`config.mk`:
```
export PLATFORM = sky130hd
export DESIGN_NAME = ee_por_cfg_loader
export DESIGN_NICKNAME = d
export VERILOG_FILES = /design/src/rtl/gt0000_ee_pkg.sv /design/src/rtl/ee_bit_reader.sv /design/src/rtl/ee_por_cfg_loader.sv
export SDC_FILE = /design/constraint.sdc
export NUM_CORES = 1
export LEC_CHECK = 0
export BUFFER_PORTS_ARGS = -buffer_cell sky130_fd_sc_hd__buf_2
export CAP_MARGIN = 40
export CELL_PAD_IN_SITES_DETAIL_PLACEMENT = 2
export CELL_PAD_IN_SITES_GLOBAL_PLACEMENT = 2
export CORE_AREA = 2 2 94 96
export CTS_BUF_LIST = sky130_fd_sc_hd__clkbuf_16
export DETAILED_ROUTE_END_ITERATION = 10
export DIE_AREA = 0 0 96 98
export PLACE_DENSITY = 0.88
export SLEW_MARGIN = 20
export SYNTH_ARGS = -nofsm -noshare
export SYNTH_HDL_FRONTEND = slang
export SYNTH_SLANG_ARGS = --single-unit
```
`constraint.sdc`:
```
create_clock -name clk -period 5.6 [get_ports clk]
set_clock_uncertainty 0.05 [all_clocks]
set_input_delay 1.12 -clock clk [delete_from_list [all_inputs] [get_ports clk]]
set_output_delay 1.12 -clock clk [all_outputs]
set_load 0.03 [all_outputs]
```
`src/rtl/gt0000_ee_pkg.sv`:
```
// Shared definitions for the EEPROM power-on configuration loader and the digital top.
package gt0000_ee_pkg;

   localparam int unsigned EE_ADDR_W = 15;
   localparam int unsigned EE_BIT_W  = 3;
   localparam int unsigned EE_OPT_W  = 6;
   localparam int unsigned EE_TR_W   = 8;

   // Config row layout, relative to the base address
   localparam int unsigned CFG_OPT_IDX  = 0;
   localparam int unsigned CFG_OPTN_IDX = 1;
   localparam int unsigned CFG_TR_IDX   = 2;
   localparam int unsigned CFG_BYTES    = 3;
   localparam int unsigned CFG_IDX_W    = 2;

   typedef enum logic [2:0] {
      StIdle,
      StWaitBusy,
      StRead,
      StCheck,
      StDone
   } ld_state_e;

   typedef enum logic [1:0] {
      RdIdle,
      RdSetup,
      RdStrobe
   } rd_state_e;

endpackage

```
`src/rtl/ee_bit_reader.sv`:
```
// Single-bit EEPROM read sequencer: address setup phase followed by the rd_clk strobe phase.
module ee_bit_reader
   import gt0000_ee_pkg::*;
#(
   parameter int unsigned ADDR_WIDTH = EE_ADDR_W,
   parameter int unsigned BIT_WIDTH  = EE_BIT_W,
   parameter int unsigned RD_SETUP   = 2,
   parameter int unsigned RD_PULSE   = 2
) (
   input  logic                  clk_i,
   input  logic                  rst_i,
   input  logic                  start_i,
   input  logic [ADDR_WIDTH-1:0] addr_i,
   input  logic [BIT_WIDTH-1:0]  bit_sel_i,
   input  logic                  data_i,
   output logic [ADDR_WIDTH-1:0] ee_addr_o,
   output logic [BIT_WIDTH-1:0]  bit_sel_o,
   output logic                  rd_en_o,
   output logic                  rd_clk_o,
   output logic                  data_vld_o,
   output logic                  data_o
);

   localparam int unsigned CntMax = (RD_SETUP > RD_PULSE) ? RD_SETUP : RD_PULSE;
   localparam int unsigned CntW   = $clog2(CntMax + 1);

   rd_state_e             state_q, state_d;
   logic [CntW-1:0]       cnt_q, cnt_d;
   logic [ADDR_WIDTH-1:0] addr_q, addr_d;
   logic [BIT_WIDTH-1:0]  sel_q, sel_d;
   logic                  rd_en_q, rd_clk_q;

   always_comb begin
      state_d    = state_q;
      cnt_d      = cnt_q;
      addr_d     = addr_q;
      sel_d      = sel_q;
      data_vld_o = 1'b0;
      unique case (state_q)
         RdIdle: ;
         RdSetup: begin
            if (cnt_q == CntW'(RD_SETUP - 1)) begin
               state_d = RdStrobe;
               cnt_d   = '0;
            end else begin
               cnt_d = cnt_q + 1'b1;
            end
         end
         RdStrobe: begin
            if (cnt_q == CntW'(RD_PULSE - 1)) begin
               // The loader samples data_o on the edge that closes the strobe
               data_vld_o = 1'b1;
               state_d    = RdIdle;
               cnt_d      = '0;
            end else begin
               cnt_d = cnt_q + 1'b1;
            end
         end
         default: state_d = RdIdle;
      endcase
      if (start_i) begin
         state_d = RdSetup;
         cnt_d   = '0;
         addr_d  = addr_i;
         sel_d   = bit_sel_i;
      end
   end

   always_ff @(posedge clk_i) begin
      if (rst_i) begin
         state_q  <= RdIdle;
         cnt_q    <= '0;
         addr_q   <= '0;
         sel_q    <= '0;
         rd_en_q  <= 1'b0;
         rd_clk_q <= 1'b0;
      end else begin
         state_q  <= state_d;
         cnt_q    <= cnt_d;
         addr_q   <= addr_d;
         sel_q    <= sel_d;
         rd_en_q  <= (state_d != RdIdle);
         rd_clk_q <= (state_d == RdStrobe);
      end
   end

   assign ee_addr_o = addr_q;
   assign bit_sel_o = sel_q;
   assign rd_en_o   = rd_en_q;
   assign rd_clk_o  = rd_clk_q;
   assign data_o    = data_i;

endmodule

```
`src/rtl/ee_por_cfg_loader.sv`:
```
// Power-on config loader: reads option/complement/trim bytes bit-serially, validates, retries,
// falls back to defaults, and commits the result atomically with por_cfg_done.
module ee_por_cfg_loader
   import gt0000_ee_pkg::*;
#(
   parameter int unsigned                EE_ADDR_WIDTH = EE_ADDR_W,
   parameter int unsigned                EE_BIT_WIDTH  = EE_BIT_W,
   parameter int unsigned                EE_OPT_WIDTH  = EE_OPT_W,
   parameter int unsigned                EE_TR_WIDTH   = EE_TR_W,
   parameter logic [EE_ADDR_WIDTH-1:0]   CFG_BASE_ADDR = 15'h7FF8,
   parameter int unsigned                RD_SETUP      = 2,
   parameter int unsigned                RD_PULSE      = 2,
   parameter int unsigned                MAX_RETRY     = 2,
   parameter logic [EE_OPT_WIDTH-1:0]    OPT_DEFAULT   = 6'b000000,
   parameter logic [EE_TR_WIDTH-1:0]     TR_DEFAULT    = 8'h80
) (
   input  logic                      clk,
   input  logic                      rst,
   input  logic                      ee_busy,
   input  logic                      cfg_reload,
   input  logic                      ee_data_e2l,
   output logic [EE_ADDR_WIDTH-1:0]  ee_addr,
   output logic [EE_BIT_WIDTH-1:0]   bit_sel,
   output logic                      rd_en,
   output logic                      rd_clk,
   output logic [EE_OPT_WIDTH-1:0]   op,
   output logic [EE_OPT_WIDTH-3:0]   op_n,
   output logic [EE_TR_WIDTH-1:0]    tr,
   output logic                      por_cfg_done,
   output logic                      cfg_err
);

   localparam int unsigned RetryW = $clog2(MAX_RETRY + 2);

   ld_state_e                   state_q, state_d;
   logic [CFG_IDX_W-1:0]        byte_idx_q, byte_idx_d;
   logic [EE_BIT_WIDTH-1:0]     bit_idx_q, bit_idx_d;
   logic [RetryW-1:0]           retry_q, retry_d;
   logic [CFG_BYTES-1:0][7:0]   cfg_byte_q, cfg_byte_d;
   logic [EE_OPT_WIDTH-1:0]     op_q, op_d;
   logic [EE_OPT_WIDTH-3:0]     op_n_q, op_n_d;
   logic [EE_TR_WIDTH-1:0]      tr_q, tr_d;
   logic                        err_q, err_d;
   logic                        done_q, done_d;

   logic                        want_bit;
   logic                        rd_start;
   logic                        rd_vld;
   logic                        rd_bit;
   logic                        last_bit;
   logic                        cfg_ok;
   logic [EE_ADDR_WIDTH-1:0]    rd_addr;

   assign last_bit = (byte_idx_q == CFG_IDX_W'(CFG_BYTES - 1)) && (bit_idx_q == '1);
   assign cfg_ok   = (cfg_byte_q[CFG_OPTN_IDX] == ~cfg_byte_q[CFG_OPT_IDX]);
   // The reader latches the index of the bit about to be read, i.e. the post-advance one
   assign rd_addr  = CFG_BASE_ADDR + EE_ADDR_WIDTH'(byte_idx_d);

   always_comb begin
      state_d    = state_q;
      byte_idx_d = byte_idx_q;
      bit_idx_d  = bit_idx_q;
      retry_d    = retry_q;
      cfg_byte_d = cfg_byte_q;
      op_d       = op_q;
      op_n_d     = op_n_q;
      tr_d       = tr_q;
      err_d      = err_q;
      done_d     = done_q;
      want_bit   = 1'b0;
      rd_start   = 1'b0;
      unique case (state_q)
         StIdle: begin
            byte_idx_d = '0;
            bit_idx_d  = '0;
            want_bit   = 1'b1;
         end
         StWaitBusy: want_bit = 1'b1;
         StRead: begin
            if (rd_vld) begin
               cfg_byte_d[byte_idx_q][bit_idx_q] = rd_bit;
               bit_idx_d = bit_idx_q + 1'b1;
               if (bit_idx_q == '1) begin
                  byte_idx_d = byte_idx_q + 1'b1;
               end
               if (last_bit) begin
                  byte_idx_d = '0;
                  state_d    = StCheck;
               end else begin
                  want_bit = 1'b1;
               end
            end
         end
         StCheck: begin
            if (cfg_ok) begin
               op_d    = cfg_byte_q[CFG_OPT_IDX][EE_OPT_WIDTH-1:0];
               op_n_d  = ~cfg_byte_q[CFG_OPT_IDX][EE_OPT_WIDTH-3:0];
               tr_d    = cfg_byte_q[CFG_TR_IDX][EE_TR_WIDTH-1:0];
               err_d   = 1'b0;
               done_d  = 1'b1;
               state_d = StDone;
            end else if (retry_q < RetryW'(MAX_RETRY)) begin
               retry_d  = retry_q + 1'b1;
               want_bit = 1'b1;
            end else begin
               op_d    = OPT_DEFAULT;
               op_n_d  = ~OPT_DEFAULT[EE_OPT_WIDTH-3:0];
               tr_d    = TR_DEFAULT;
               err_d   = 1'b1;
               done_d  = 1'b1;
               state_d = StDone;
            end
         end
         StDone: begin
            if (cfg_reload) begin
               done_d     = 1'b0;
               retry_d    = '0;
               byte_idx_d = '0;
               bit_idx_d  = '0;
               state_d    = StWaitBusy;
            end
         end
         default: state_d = StIdle;
      endcase
      // Busy is checked before every bit; an idle EEPROM costs no extra cycle
      if (want_bit) begin
         if (!ee_busy) begin
            rd_start = 1'b1;
            state_d  = StRead;
         end else begin
            state_d = StWaitBusy;
         end
      end
   end

   always_ff @(posedge clk) begin
      if (rst) begin
         state_q    <= StIdle;
         byte_idx_q <= '0;
         bit_idx_q  <= '0;
         retry_q    <= '0;
         cfg_byte_q <= '0;
         op_q       <= OPT_DEFAULT;
         op_n_q     <= ~OPT_DEFAULT[EE_OPT_WIDTH-3:0];
         tr_q       <= TR_DEFAULT;
         err_q      <= 1'b0;
         done_q     <= 1'b0;
      end else begin
         state_q    <= state_d;
         byte_idx_q <= byte_idx_d;
         bit_idx_q  <= bit_idx_d;
         retry_q    <= retry_d;
         cfg_byte_q <= cfg_byte_d;
         op_q       <= op_d;
         op_n_q     <= op_n_d;
         tr_q       <= tr_d;
         err_q      <= err_d;
         done_q     <= done_d;
      end
   end

   ee_bit_reader #(
      .ADDR_WIDTH (EE_ADDR_WIDTH),
      .BIT_WIDTH  (EE_BIT_WIDTH),
      .RD_SETUP   (RD_SETUP),
      .RD_PULSE   (RD_PULSE)
   ) u_bit_reader (
      .clk_i      (clk),
      .rst_i      (rst),
      .start_i    (rd_start),
      .addr_i     (rd_addr),
      .bit_sel_i  (bit_idx_d),
      .data_i     (ee_data_e2l),
      .ee_addr_o  (ee_addr),
      .bit_sel_o  (bit_sel),
      .rd_en_o    (rd_en),
      .rd_clk_o   (rd_clk),
      .data_vld_o (rd_vld),
      .data_o     (rd_bit)
   );

   assign op           = op_q;
   assign op_n         = op_n_q;
   assign tr           = tr_q;
   assign cfg_err      = err_q;
   assign por_cfg_done = done_q;

endmodule

```
==> qor.csv <==
stage,metric,value,unit
global_routing,grt_pass1_wl,13.7,mm
outcome,status,finished clean,
placed_design,dpl_worst_slack,2.90,ns
logic_synthesis,ys_ff_latch,66,
timing,finalCriticalPeriod,2.35,ns
timing,relSlewSlack,48.8,%
floorplanning,coreArea,8470,um2
drt,ant_nets,0,
clock_tree,clk_latency,0.33,ns
global_routing,grt_pass1_vias,2678,
placed_design,gp_congestion,0.774,
power,p_per_area,317,nW/um2
job,cap_violations,0,
min_path,min_path_cells,2,
placed_design,hpwl,5.53,mm
layout,regArea,1320,um2
timing,clock.fmax,425,MHz
drt,routed_wl,8.31,mm
logic_synthesis,ys_seq_area_share,42.2,%
logic_synthesis,synth_ff_type,dfxtp_1,
setup_path,reg2reg_depth,6,
layout,finalInstanceArea,3530,um2
clock_tree,clockRootBuffer,clkbuf_16,
logic_synthesis,syn_nets,345,
drt,first_pass_iters,6,
logic_synthesis,avgSynthCellArea,9.46,um2
setup_path,slowest_delay,0.56,ns
drt,vias,2429,
clock_tree,cts_sinks,66,
floorplanning,die_w,96,um
clock_tree,htreeDepth,3,
logic_synthesis,ys_top_cells_by_area,"dfxtp_1, mux2i_1, nand2_1",
clock_tree,cts-resized-gates,0,
global_routing,overflow,0,
clock_tree,cts_buffers,9,
setup_path,critPathCaptureType,register,
floorplanning,die_height,98,um
setup_path,startpoint_type,register,
power,p_leak,0.00163,uW
placed_design,port_buffers,43,
timing,min_period_over_period,42.0,%
clock_tree,cts_tree,done,
min_path,hp-class,register to register,
power,ir_worst_vdd,173,uV
logic_synthesis,synth_top_area_share,42.2,%
timing,final_hold_viol_count,0,
layout,drive_gt1_share,20.6,%
logic_synthesis,yosys.cell_types.count,58,
drt,drc,0,
global_routing,grt_max_degree,46,
setup_path,cp_common_cell,ha_1,
drt,routed_via_density,5.15,
layout,n_fill_cell,938,
setup_path,crit_type,register to register,
timing,tightest_slew,0.767,ns
layout,postLayoutCoreUtil,41.7,%
global_routing,antenna_found_initial,0,
layout,diodes,0,
layout,multi_input_comb_area,1480,um2
drt,wl_per_cell,17.6,um
timing,fin_ws,3.25,ns
power,power.total,1120,uW
placed_design,placed_area,3210,um2
setup_path,worstPathRequired,5.78,ns
logic_synthesis,synth.most_common_cell,dfxtp_1,
clock_tree,cts.reportedPaths.clkPinSlew,0.06,ns
logic_synthesis,yosys-top-cells-count,"dfxtp_1, nand2_1, nor2_1",
timing,rsz0062_at_grt,false,
logic_synthesis,synth-edff-count,0,
logic_synthesis,synth_top_area_cell,dfxtp_1,
timing,slew_viol_final,0,
floorplanning,start_util,37.0,%
clock_tree,cts_setup_buffers,0,
clock_tree,cts_buffer_depth,2,
drt,drtIter0Drc,60,
global_routing,track_usage,19.2,%
layout,syn2layout_area_growth,12.8,%
layout,nets,373,
setup_path,crit_fanout,11,
setup_path,rrSetupSlack,3.25,ns
floorplanning,ios,45,
floorplanning,die-area,9410,um2
logic_synthesis,syn_inst,331,
logic_synthesis,synth_area,3130,um2
floorplanning,num_rows,34,
logic_synthesis,async_flop_share,0,%
clock_tree,ctsHoldBuffers,0,
setup_path,crit_arrival,2.53,ns
setup_path,path_cells,ha_1 -> ha_1 -> nand2_1 -> a31oi_1 -> o41a_1 -> mux2_2,
timing,finalSetupViolCount,0,
setup_path,cpMaxStageDelayCell,dfxtp_1,
logic_synthesis,yosysWarnings,0,
timing,tns,0,ns
[report_power, final]
part	internal (uW)	total (uW)	switching [uW]
Combinational	27.1	89.6	62.5
Sequential	477	485	8.21
Clock	339	547	208
[logic make-up (layout without fill, tap and decap cells)]
kind of cell    count (synthesis)  count (layout)  synth area share [%]
compound gates                 57              57                  13.7
xor+xnor                        9               9                  2.52
fa+ha+maj                       9               9                  3.60
buf+inv                        46              79                  10.6
flops                          66              66                  42.2
mux                            20              20                  6.47
other cells                     1               1                 0.120
simple gates                  123             123                  20.8
[metal layers]
layer / track usage (%) / share of wire (%) / vias up
met2: 35.6 / 55 / 46
met5: 0 / 0 / -
met4: 6.15 / 1.9 / 0
li1: - / - / 1173
met1: 20.5 / 40 / 1196
met3: 5.17 / 3.5 / 14
[worst max-delay path, delay by kind of cell, from the launching register on]
family,cells,cell delay [ns]
AOI/OAI and AO/OA,2,0.71
DFF,1,0.56
adders and majority gates,2,0.45
muxes,1,0.36
and+or+nand+nor,1,0.11
[metrics by stage]
stage	hold WS, ns	std cells
4_1_cts	0.414	469
2_1_floorplan	0.385	331
6_report	0.410	472
5_1_grt	0.444	472
3_3_place_gp	0.393	453
3_5_place_dp	0.405	453
[path summary, 6_finish.rpt]
check,from,end
worst max-delay path,bit_idx_q[0]$_SDFF_PP0_,u_bit_reader.ee_addr_o[0]$_SDFFE_PP0P_
worst min-delay path,por_cfg_done$_SDFFE_PP0P_,por_cfg_done$_SDFFE_PP0P_
worst max register to register,bit_idx_q[0]$_SDFF_PP0_,u_bit_reader.ee_addr_o[0]$_SDFFE_PP0P_
worst min register to register,por_cfg_done$_SDFFE_PP0P_,por_cfg_done$_SDFFE_PP0P_
[sequential cells by signal, indices dropped and copies added (netlist names), 3 cells and up]
register and flops:
cfg_byte_q 24, u_bit_reader.ee_addr_o 3, op_n 4, bit_idx_q 3, tr 8, state_q 3, u_bit_reader.bit_sel_o 3, op 6
[cell usage in the layout, fill, tap and decap left out, types with 4 or more instances in the layout]
| cell type | count |
|---|---|
| a21oi_1 | 13 |
| nand2_1 | 41 |
| ha_1 | 9 |
| nand3_1 | 8 |
| nor3b_1 | 4 |
| buf_2 | 43 |
| mux2i_1 | 18 |
| xor2_1 | 8 |
| nor2b_1 | 6 |
| nor3_4 | 4 |
| clkbuf_16 | 9 |
| dfxtp_1 | 66 |
| a22oi_1 | 5 |
| inv_1 | 18 |
| a22o_1 | 13 |
| nor2_1 | 37 |
[cell type report]
class / instances / share of cell area [%]
Multi-Input combinational cell: 219 / 41.9
Tap cell: 108 / 3.82
Sequential cell: 66 / 37.4
Clock inverter: 7 / 1.74
Clock buffer: 9 / 6.37
Inverter: 17 / 1.81
Timing Repair Buffer: 46 / 7.01
Note: power is estimated with default switching activity, not from simulation.
